<file path="src/rtl/mips_pkg.sv">
// Shared definitions for the pipelined MIPS core: opcodes, ALU op encodings and
// the layout of the decoder control bundle carried down the pipe.
package mips_pkg;

  localparam logic [5:0] OP_RTYPE = 6'd0;
  localparam logic [5:0] OP_J     = 6'd2;
  localparam logic [5:0] OP_JAL   = 6'd3;
  localparam logic [5:0] OP_BEQ   = 6'd4;
  localparam logic [5:0] OP_ADDI  = 6'd8;
  localparam logic [5:0] OP_SLTI  = 6'd10;
  localparam logic [5:0] OP_LW    = 6'd35;
  localparam logic [5:0] OP_SW    = 6'd43;

  localparam logic [2:0] ALU_OP_R   = 3'b100;
  localparam logic [2:0] ALU_OP_ADD = 3'b010;
  localparam logic [2:0] ALU_OP_SUB = 3'b110;
  localparam logic [2:0] ALU_OP_SLT = 3'b111;

  localparam int CTRL_W = 13;

  // Bit offsets inside the packed bundle below (bit 0 is RegWrite).
  localparam int CTL_REGWRITE = 0;
  localparam int CTL_ALUSRC   = 1;
  localparam int CTL_REGDST   = 2;
  localparam int CTL_BRANCH   = 3;
  localparam int CTL_JUMP     = 4;
  localparam int CTL_MEMREAD  = 5;
  localparam int CTL_MEMWRITE = 6;
  localparam int CTL_MEMTOREG = 7;
  localparam int CTL_JAL      = 8;
  localparam int CTL_RTYPE    = 9;
  localparam int CTL_ALUOP_LO = 10;

  typedef struct packed {
    logic [2:0] alu_op;
    logic       rtype;
    logic       jal;
    logic       memtoreg;
    logic       memwrite;
    logic       memread;
    logic       jump;
    logic       branch;
    logic       regdst;
    logic       alusrc;
    logic       regwrite;
  } ctrl_t;

endpackage

</file>
<file path="src/rtl/load_use_detect.sv">
// Load-use hazard detection: flags an ID instruction that reads the register a
// load currently in EX is about to write.
module load_use_detect
  import mips_pkg::*;
#(
  parameter bit HAZARD_EN = 1'b1
) (
  input  logic       id_valid_i,
  input  logic [4:0] id_rs_i,
  input  logic [4:0] id_rt_i,
  input  logic       id_rtype_i,
  input  logic       id_branch_i,
  input  logic       id_memwrite_i,
  input  logic       ex_valid_i,
  input  logic       ex_memread_i,
  input  logic [4:0] ex_rt_i,
  output logic       uses_rt_o,
  output logic       hazard_o
);

  logic rs_match;
  logic rt_match;

  assign uses_rt_o = id_rtype_i | id_branch_i | id_memwrite_i;
  assign rs_match  = (ex_rt_i == id_rs_i);
  assign rt_match  = uses_rt_o & (ex_rt_i == id_rt_i);

  // $0 is hard-wired zero, so a load targeting it never produces a dependency.
  assign hazard_o = HAZARD_EN & id_valid_i & ex_valid_i & ex_memread_i &
                    (ex_rt_i != 5'd0) & (rs_match | rt_match);

endmodule

</file>
<file path="src/rtl/id_ex_stage_reg.sv">
// ID/EX pipeline register: latches decoder controls, register fields and operands,
// inserts a bubble on flush, load-use hazard or empty ID, and counts stall cycles.
module id_ex_stage_reg
  import mips_pkg::*;
#(
  parameter int DATA_W    = 32,
  parameter int CNT_W     = 16,
  parameter bit HAZARD_EN = 1'b1
) (
  input  logic              clk_i,
  input  logic              rst_i,
  input  logic              id_valid_i,
  input  logic [31:0]       instr_i,
  input  logic              RegWrite_i,
  input  logic              ALUSrc_i,
  input  logic              RegDst_i,
  input  logic              Branch_i,
  input  logic              Jump_i,
  input  logic              MemRead_i,
  input  logic              MemWrite_i,
  input  logic              MemtoReg_i,
  input  logic              Jal_i,
  input  logic              Rtype_i,
  input  logic [2:0]        ALU_op_i,
  input  logic [DATA_W-1:0] rs_data_i,
  input  logic [DATA_W-1:0] rt_data_i,
  input  logic [DATA_W-1:0] se_imm_i,
  input  logic [DATA_W-1:0] pc4_i,
  input  logic              flush_i,
  output logic              ex_valid_o,
  output logic              ex_RegWrite_o,
  output logic              ex_ALUSrc_o,
  output logic              ex_RegDst_o,
  output logic              ex_Branch_o,
  output logic              ex_Jump_o,
  output logic              ex_MemRead_o,
  output logic              ex_MemWrite_o,
  output logic              ex_MemtoReg_o,
  output logic              ex_Jal_o,
  output logic              ex_Rtype_o,
  output logic [2:0]        ex_ALU_op_o,
  output logic [4:0]        ex_rs_o,
  output logic [4:0]        ex_rt_o,
  output logic [4:0]        ex_rd_o,
  output logic [5:0]        ex_funct_o,
  output logic [DATA_W-1:0] ex_rs_data_o,
  output logic [DATA_W-1:0] ex_rt_data_o,
  output logic [DATA_W-1:0] ex_imm_o,
  output logic [DATA_W-1:0] ex_pc4_o,
  output logic              stall_o,
  output logic [CNT_W-1:0]  stall_cnt_o
);

  ctrl_t              id_ctrl;
  ctrl_t              ctrl_d, ctrl_q;
  logic               valid_d, valid_q;
  logic [4:0]         rs_q, rt_q, rd_q;
  logic [5:0]         funct_q;
  logic [DATA_W-1:0]  rs_data_q, rt_data_q, imm_q, pc4_q;
  logic [CNT_W-1:0]   cnt_d, cnt_q;
  logic               hazard;
  logic               uses_rt;
  logic               unused_instr_bits;

  assign id_ctrl = '{alu_op:   ALU_op_i,
                     rtype:    Rtype_i,
                     jal:      Jal_i,
                     memtoreg: MemtoReg_i,
                     memwrite: MemWrite_i,
                     memread:  MemRead_i,
                     jump:     Jump_i,
                     branch:   Branch_i,
                     regdst:   RegDst_i,
                     alusrc:   ALUSrc_i,
                     regwrite: RegWrite_i};

  // Opcode and shamt are already decoded upstream; EX does not need them.
  assign unused_instr_bits = ^{instr_i[31:26], instr_i[10:6], uses_rt};

  load_use_detect #(
    .HAZARD_EN (HAZARD_EN)
  ) u_load_use_detect (
    .id_valid_i    (id_valid_i),
    .id_rs_i       (instr_i[25:21]),
    .id_rt_i       (instr_i[20:16]),
    .id_rtype_i    (Rtype_i),
    .id_branch_i   (Branch_i),
    .id_memwrite_i (MemWrite_i),
    .ex_valid_i    (valid_q),
    .ex_memread_i  (ctrl_q.memread),
    .ex_rt_i       (rt_q),
    .uses_rt_o     (uses_rt),
    .hazard_o      (hazard)
  );

  // A flushed instruction is dead, so it must not hold the front end.
  assign stall_o = hazard & ~flush_i;

  always_comb begin
    ctrl_d  = '0;
    valid_d = 1'b0;
    cnt_d   = cnt_q;
    if (!flush_i && !hazard && id_valid_i) begin
      ctrl_d  = id_ctrl;
      valid_d = 1'b1;
    end
    if (stall_o && (cnt_q != {CNT_W{1'b1}})) begin
      cnt_d = cnt_q + 1'b1;
    end
  end

  always_ff @(posedge clk_i or negedge rst_i) begin
    if (!rst_i) begin
      ctrl_q    <= '0;
      valid_q   <= 1'b0;
      rs_q      <= '0;
      rt_q      <= '0;
      rd_q      <= '0;
      funct_q   <= '0;
      rs_data_q <= '0;
      rt_data_q <= '0;
      imm_q     <= '0;
      pc4_q     <= '0;
      cnt_q     <= '0;
    end else begin
      ctrl_q    <= ctrl_d;
      valid_q   <= valid_d;
      // Fields and operands load even on a bubble; EX ignores them when invalid.
      rs_q      <= instr_i[25:21];
      rt_q      <= instr_i[20:16];
      rd_q      <= instr_i[15:11];
      funct_q   <= instr_i[5:0];
      rs_data_q <= rs_data_i;
      rt_data_q <= rt_data_i;
      imm_q     <= se_imm_i;
      pc4_q     <= pc4_i;
      cnt_q     <= cnt_d;
    end
  end

  assign ex_valid_o    = valid_q;
  assign ex_RegWrite_o = ctrl_q.regwrite;
  assign ex_ALUSrc_o   = ctrl_q.alusrc;
  assign ex_RegDst_o   = ctrl_q.regdst;
  assign ex_Branch_o   = ctrl_q.branch;
  assign ex_Jump_o     = ctrl_q.jump;
  assign ex_MemRead_o  = ctrl_q.memread;
  assign ex_MemWrite_o = ctrl_q.memwrite;
  assign ex_MemtoReg_o = ctrl_q.memtoreg;
  assign ex_Jal_o      = ctrl_q.jal;
  assign ex_Rtype_o    = ctrl_q.rtype;
  assign ex_ALU_op_o   = ctrl_q.alu_op;
  assign ex_rs_o       = rs_q;
  assign ex_rt_o       = rt_q;
  assign ex_rd_o       = rd_q;
  assign ex_funct_o    = funct_q;
  assign ex_rs_data_o  = rs_data_q;
  assign ex_rt_data_o  = rt_data_q;
  assign ex_imm_o      = imm_q;
  assign ex_pc4_o      = pc4_q;
  assign stall_cnt_o   = cnt_q;

endmodule

</file>
<file path="config.mk">
export PLATFORM = sky130hd
export DESIGN_NAME = id_ex_stage_reg
export DESIGN_NICKNAME = d
export VERILOG_FILES = /design/src/rtl/mips_pkg.sv /design/src/rtl/load_use_detect.sv /design/src/rtl/id_ex_stage_reg.sv
export SDC_FILE = /design/constraint.sdc
export NUM_CORES = 1
export LEC_CHECK = 0
export BUFFER_PORTS_ARGS = -buffer_cell sky130_fd_sc_hd__buf_2
export CAP_MARGIN = 20
export CORE_AREA = 2 2 140 142
export DETAILED_ROUTE_END_ITERATION = 10
export DIE_AREA = 0 0 142 144
export SETUP_SLACK_MARGIN = 0.1
export SYNTH_ARGS = -nofsm -noshare
export SYNTH_HDL_FRONTEND = slang
export SYNTH_SLANG_ARGS = --single-unit
</file>
<file path="constraint.sdc">
create_clock -name clk_i -period 1.9 [get_ports clk_i]
set_clock_uncertainty 0.15 [all_clocks]
set_input_delay 0.19 -clock clk_i [delete_from_list [all_inputs] [get_ports clk_i]]
set_output_delay 0.19 -clock clk_i [all_outputs]
set_load 0.03 [all_outputs]
</file>
---- Word level (Yosys, flattened, before mapping) ----
Index checks and enable logic that the tools add are counted.
operators by class
  equal/unequal tests ..................... 3
  add/subtract/negate cells ............... 1
  reduce and logical (&&, ||, !) cells .... 6
  bitwise gates (word level) .............. 10
  multiplexer cells ....................... 2
operators by type and width
  operator                                       number
  adder 16 x 1 -> 16 bit, second input constant  1
  != test 16 bit, second input constant          1
  two-way mux 13 bit                             1
  == test 5 bit                                  2
  bitwise AND 1 bit                              6
  nonzero test 5 bit                             1
  logical AND 1 bit                              3
  OR 1 bit                                       3
  logical NOT 1 bit                              2
  two-way mux 1 bit                              1
  NOT 1 bit                                      1
word-level totals
  register bits ........................... 179
  input bits .............................. 177
  output and inout port bits .............. 180

---- Logic depth before layout (Yosys ltp) ----
Gate-level depths: netlist (run 1).
  depth after elaboration ................. 9
  gate-level depth with buffers ........... 6
  depth with buffers taken out ............ 6

---- By module ----
From an unflattened synthesis (run 1), not the netlist that was laid out.
second synthesis, totals
  cells, all modules ...................... 271
  area total of the unflattened synthesis .. 5153.7 sq um
by module, submodules not included
  module           cells each  area an instance (sq um)  seq. area each (sq um)  times used
  id_ex_stage_reg  253         5017.3                    4479.3                  1
  load_use_detect  18          136.4                     0.0                     1

---- Worst setup path after synthesis (run 1) ----
Ideal clock, no wire load.
  kind .................................... reg-to-reg
  start ................................... reg rt_q[1], in the netlist ex_rt_o[1]
  end ..................................... reg cnt_q[1], in the netlist stall_cnt_o[1]
  arrival time ............................ 1821 ps
  setup slack ............................. -199 ps
  library setup time ...................... 128 ps
  data required time ...................... 1622 ps
  stages on the path, launching flop included .. 6
  period minus slack after synthesis ...... 2099 ps
  buffers on the path ..................... 0
  cell sequence ........................... dfrtp_1 or4_4 o211ai_2 a21oi_2 nand3_1 mux2_1
on the way
  longest elaborated chain between the ends .. 6
  elaborated cells on any way between the ends .. 9
  classes of those cells .................. eq/ne: 2; bitwise: 5; reduce/logical: 2
RTL lines
  element                 line                    source
  start, declared         id_ex_stage_reg.sv:57   logic [4:0] rs_q, rt_q, rd_q;
  start signal, assigned  id_ex_stage_reg.sv:130  rt_q <= instr_i[20:16];
  == test 5 bit           load_use_detect.sv:26   assign rt_match = uses_rt_o & (ex_rt_i == id_rt_i);
  bitwise AND 1 bit       load_use_detect.sv:26
  OR 1 bit                load_use_detect.sv:30   (ex_rt_i != 5'd0) & (rs_match | rt_match);
  bitwise AND 1 bit *     load_use_detect.sv:30
  bitwise AND 1 bit *     id_ex_stage_reg.sv:97   assign stall_o = hazard & ~flush_i;
  logical AND 1 bit *     id_ex_stage_reg.sv:107  if (stall_o && (cnt_q != {CNT_W{1'b1}})) begin
  end signal, assigned    id_ex_stage_reg.sv:137  cnt_q <= cnt_d;
  end, declared           id_ex_stage_reg.sv:60   logic [CNT_W-1:0] cnt_d, cnt_q;
Every way passes the cells marked *; elsewhere a longest branch is shown, timed or not.
A chain may end at the register's enable or synchronous reset.

---- Worst setup path after layout (run 1) ----
  start ................................... reg rt_q[3], in the netlist ex_rt_o[3]
  end ..................................... out stall_o
on the way
  longest elaborated chain between the ends .. 5
  elaborated cells on any way between the ends .. 8
  classes of those cells .................. eq/ne: 2; bitwise: 5; reduce/logical: 1
RTL lines
  element              line                   source
  == test 5 bit        load_use_detect.sv:26
  bitwise AND 1 bit    load_use_detect.sv:26
  OR 1 bit             load_use_detect.sv:30
  bitwise AND 1 bit *  load_use_detect.sv:30
  bitwise AND 1 bit *  id_ex_stage_reg.sv:97
  end, declared        id_ex_stage_reg.sv:50  output logic stall_o,
Marked as above.

==> results of run 1 <==
-- worst paths after layout --
kind | from | cells after the start | end
max reg2reg | ex_rt_o[3] | 6 | stall_cnt_o[14]
min reg2reg | stall_cnt_o[11] | 1 | stall_cnt_o[11]
max | ex_rt_o[3] | 5 | stall_o
max in group asynchronous | rst_i | 3 | ex_rs_data_o[17]
min | flush_i | 5 | stall_cnt_o[5]
min in group asynchronous | rst_i | 2 | ex_pc4_o[6]
-- final cells by class --
cell class	count	area [um^2]
Sequential cell	179	4490
Multi-Input combinational cell	92	726
Inverter	2	7.51
Clock buffer	17	425
Clock inverter	14	140
Tap cell	238	298
Fill cell	1610	9290
Timing Repair Buffer	544	3710
-- metrics by stage --
| stage | utilization (%) | cells |
|---|---|---|
| final | 51.3 | 1086 |
| after global routing | 51.3 | 1086 |
| after CTS | 51.3 | 1086 |
| after detailed placement | 39.0 | 882 |
| after global placement | 39.0 | 882 |
| after floorplan | - | 276 |
-- flip-flops by register name, indices dropped and copies added, names as in the netlist, 3 cells and up --
register      flops
ex_rs_data_o     32
ex_funct_o        6
ex_ALU_op_o       3
ex_rs_o           5
stall_cnt_o      16
ex_rt_data_o     32
ex_pc4_o         32
ex_rd_o           5
ex_imm_o         32
ex_rt_o           5
-- synth_stat cells, drive strengths merged --
library cell  instances
buf                   2
o31ai                 1
clkbuf                1
o22ai                 1
nand3                 9
o211a                 1
and2                 14
ha                    1
o211ai                1
nand4                12
nand4b                1
inv                   2
mux2i                 1
nand2b                2
nand2                 3
and3                  6
a211oi                1
mux2                  2
or4                   1
a21oi                 2
a31oi                 1
nor3                  2
xnor2                23
dfrtp               179
nor2                  5
nor2b                 2
-- per-layer routing --
| metal | vias to the layer above | track usage [%] |
|---|---|---|
| met1 | 2161 | 17.6 |
| met4 | 0 | 6.16 |
| li1 | 2028 | - |
| met2 | 195 | 28.7 |
| met3 | 26 | 5.17 |
| met5 | - | 0 |
-- cells by family (layout without fill, tap and decap cells) --
group / after synthesis / count (layout) / share of synthesized area (%)
muxes: 3 / 3 / 0.629
adders and majority gates: 1 / 1 / 0.242
DFF: 179 / 179 / 86.6
and+or+nand+nor: 57 / 57 / 6.39
AOI/OAI and AO/OA: 8 / 8 / 1.72
buffers and inverters: 5 / 577 / 0.532
xor gates and xnor gates: 23 / 23 / 3.89
-- power groups by stage --
stage	clock, W	sequential (W)	combinational, W
3_5_place_dp	0	0.00410	0.000917
5_1_grt	0.00359	0.00405	0.00129
3_3_place_gp	0	0.00410	0.000911
6_report	0.00331	0.00403	0.00121
2_1_floorplan	0	0.00448	0.0000579
4_1_cts	0.00344	0.00403	0.00122
-- worst max-delay path, stage by stage (launching register included) --
cell and delay, ps:
dfrtp_2 400, or4_4 570, o211ai_4 200, nor2_2 60, and2_4 170, buf_6 130
-- repair_timing --
item | CTS | global route
setup buffers | 10 | 1
pin swaps | 11 | 3
endpoints found under the setup margin | 29 | 31
resized for setup | 16 | 2
hold endpoints to repair | 341 | 0
hold buffers | 163 | 0
==> results.yml, run 1 <==
power:
  ir_drop_uv: 558
  p_sw_w: 0.00230
  seq_power_share_pct: 47.2
  p_leak_nw: 4.92
  power.share.clock_pct: 38.7
  p_int_w: 0.00625
  swShare_pct: 26.9
  power_density_nw_per_um2: 873
  finalPower_w: 0.00855
  combPwrFrac_pct: 14.2
placement:
  dp_hpwl_mm: 11.6
  pre_cts_slack_ps: -26.9
  placed_cell_area_um2: 7430
  place_congestion: 0.772
  io_buffer_count: 345
yosys:
  synth-seq-area-share_pct: 86.6
  synth.cell_area_um2: 5170
  syn_area_per_cell_um2: 18.7
  synth_area_leaders: "dfrtp_1, xnor2_1, and2_1"
  yosys_warnings: 0
  ys_types: 28
  ys_seq_elements: 179
  synth_top_area_cell: "dfrtp_1"
  syn_nets: 454
  syn_inst: 276
  synth_top_area_share_pct: 86.6
drt:
  met2_length_mm: 8.80
  wire_per_inst_um: 15.2
  vias_per_cell: 4.06
  wl_met3_mm: 1.18
  drc: 0
  drt.antenna.violating_nets: 0
  drtIter0Drc: 125
  drt-met1-wl_mm: 6.14
  routed_wl_mm: 16.5
  firstDrtPassIters: 4
  routed.top_layer: "met4"
  vias: 4410
worst_setup_path:
  worst-path-max-fanout: 2
  end_kind: "output port"
  crit_path_start_kind: "flip-flop"
  arrival_ps: 1940
  reg2reg_slack_ps: -220
  critical_path_class: "flip-flop to output port"
  required_ps: 1560
cells_and_area:
  layout_common_cells: "buf_2, dfrtp_1, dlygate4sd3_1, buf_4, xnor2_1"
  final_common_cell: "buf_2"
  fin_area_um2: 9790
  n_antenna_cell: 0
  finalNetCount: 1014
  syn_to_final_growth_pct: 89.4
  drive_gt1_share_pct: 51.1
run_status:
  violations: "setup timing"
  status: "finished, violations left"
global_route:
  grt_use_total_pct: 15.9
  antenna_found_initial: 0
  grt_max_degree: 66
  grt_pass1_wl_mm: 24.5
  grt_pass1_vias: 4710
  gr-total-overflow: 0
clock_network:
  cts_tree: "built"
  clk_latency_ps: 410
  clock_sinks: 179
  cts_buffers: 17
  clockBufferDepth: 2
  root_buffer: "clkbuf_16"
  path_clk_slew_ps: 70
  htree_levels: 4
timing:
  post-route-period-util_pct: 120
  tns_ps: -4020
  slew_headroom_pct: 70.0
  period_needed_ps: 2280
  timing.fmax_ghz: 0.439
  holdWs_ps: 89.0
  final_hold_viol_count: 0
  fin_ws_ps: -378
  rsz0062_at_grt: "true"
  slew_violations: 0
  worst_pin_slew_ps: 447
  setup_viol: 26
floorplan:
  row_count: 51
  coreArea_um2: 19100
  die_area_um2: 20400
  io_pins: 357
  start_util_pct: 27.1
  die_h_um: 144
  fp.dieW_um: 142
worst_hold_path:
  holdCritPathClass: "input port to flip-flop"
job:
  max-cap-violations: 0
(Power assumes the default switching activity.)
==> inputs of run 2 (changes only) <==
Settings changed: PLACE_DENSITY set to 0.62.
==> run 2 against run 1 <==
Compared with the run above:
- critical endpoint unchanged
- die area did not move
- sequential share of layout area decreased by 0.43 points
- flip-flop and latch count stayed put
- via count fell by 0.88%
- highest routed layer unchanged
- largest cell class unchanged
- global-route usage decreased by 0.26 points
- the flow still finishes with violations (setup timing)
==> results.yml, run 2 (synthesis results as in run 1) <==
cells_and_area:
  finalNetCount: 1013
  drive_gt1_share_pct: 52.1
  fin_util_pct: 51.8
  syn_to_final_growth_pct: 91.1
  layout_common_cells: "buf_2, dfrtp_1, dlygate4sd3_1, buf_4, xnor2_1"
  final_common_cell: "buf_2"
  fin_area_um2: 9890
floorplan:
  die_area_um2: 20400
  coreArea_um2: 19100
  die_h_um: 144
  row_count: 51
  fp.dieW_um: 142
  start_util_pct: 27.1
  io_pins: 357
global_route:
  grt_max_degree: 68
  grt_pass1_wl_mm: 24.0
  grt_use_total_pct: 15.7
  antenna_found_initial: 1
  gr-total-overflow: 0
  grt_pass1_vias: 4619
clock_network:
  cts_tree: "built"
  path_clk_slew_ps: 70
  clock_sinks: 179
  clockBufferDepth: 2
  cts_buffers: 17
  root_buffer: "clkbuf_16"
  clk_latency_ps: 420
  htree_levels: 4
power:
  finalPower_w: 0.00880
  power_density_nw_per_um2: 890
  ir_drop_uv: 563
  p_int_w: 0.00642
  p_sw_w: 0.00238
  power.share.clock_pct: 40.2
  combPwrFrac_pct: 13.9
  p_leak_nw: 4.97
  seq_power_share_pct: 45.8
  swShare_pct: 27.0
worst_setup_path:
  critPathCapture: "stall_o"
  critPathLaunch: "ex_rt_o[2]"
  crit_slowest_cell: "or4_4"
  timing.rr.end: "stall_cnt_o[14]"
  path_cells: "or4_4 > o211ai_4 > nor2_2 > and2_4 > buf_6"
  arrival_ps: 1940
  max_stage_delay_ps: 560
  critical_path_class: "flip-flop to output port"
  worstRegToRegCells: 10
  cpLargestDelayFamily: "simple AND/OR/NAND/NOR gates"
  reg2reg_slack_ps: -200
  cp_num_cells: 5
  crit_buf_inv: 1
  worst-path-max-fanout: 2
  crit_path_start_kind: "flip-flop"
  reg2reg_from: "ex_rt_o[2]"
  end_kind: "output port"
  required_ps: 1560
timing:
  setup_viol: 30
  fin_ws_ps: -380
  worst_pin_slew_ps: 471
  rsz0062_at_grt: "true"
  final_hold_viol_count: 0
  slew_violations: 0
  post-route-period-util_pct: 120
  slew_headroom_pct: 68.3
  timing.fmax_ghz: 0.439
  period_needed_ps: 2280
drt:
  vias_per_cell: 4.02
  drc: 0
  drtIter0Drc: 91
  vias: 4371
  drt.antenna.violating_nets: 0
  firstDrtPassIters: 4
  wire_per_inst_um: 15.4
  routed_wl_mm: 16.8
job:
  max-cap-violations: 0
worst_hold_path:
  holdCritPathClass: "input port to flip-flop"
  min_from: "flush_i"
  worstHoldPathCells: 5
placement:
  placed_cell_area_um2: 7440
  dp_hpwl_mm: 11.5
  io_buffer_count: 345
  place_congestion: 0.744
run_status:
  violations: "setup timing"
  status: "finished, violations left"
==> run 2: worst reg2reg max path, delay by kind of cell, from the launching register on <==
| kind | cells | cell delay (ps) |
|---|---|---|
| simple gates | 2 | 210 |
| xor+xnor | 1 | 140 |
| flops | 1 | 400 |
| buf+inv | 5 | 610 |
| compound gates | 1 | 170 |
| mux | 1 | 310 |
==> run 2: how the worst min path moves through the flow <==
stage | endpoint
after floorplan | ex_ALUSrc_o
after global placement | ex_MemtoReg_o
after detailed placement | ex_MemtoReg_o
after CTS | stall_cnt_o[3]
after global routing | stall_cnt_o[3]
final | stall_cnt_o[3]
==> run 2: timing repair <==
item,in CTS,in global routing
endpoints found under the hold margin,341,0
cloned,0,1
pin swaps,8,2
setup endpoints to repair,30,38
hold buffers,165,0
gates resized for setup,15,15
setup buffers,5,3
==> run 2: final cells by class <==
cell class / count / area (um^2)
inverters: 2 / 7.51
diodes: 1 / 2.50
fillers: 1588 / 9190
repair buffers: 543 / 3720
multi-input cells: 92 / 758
clock buffers: 17 / 425
flip-flops and latches: 179 / 4490
clock inverters: 15 / 191
well taps: 238 / 298
==> run 2: power groups by stage <==
stage	clock network [W]	registers (W)	logic (W)
floorplan	0	0.00448	0.0000579
global placement	0	0.00410	0.000911
detailed placement	0	0.00410	0.000919
CTS	0.00366	0.00403	0.00121
global route	0.00381	0.00405	0.00130
finish	0.00354	0.00403	0.00123
==> run 2: metrics by stage <==
step,hold slack (ps),setup WS (ps),cells,setup TNS (ps)
floorplan,-256,-90.0,276,-165
global placement,-108,-26.1,881,-44.7
detailed placement,-107,-31.5,881,-86.7
CTS,49.6,-422,1083,-2410
global route,89.5,-465,1086,-6410
finish,75.7,-380,1087,-4180
==> run 2: routing by layer <==
layer	track usage, %	wire length, um
met5	0	0
met4	5.21	286
met3	6.19	1370
met2	27.6	8740
met1	17.4	6400
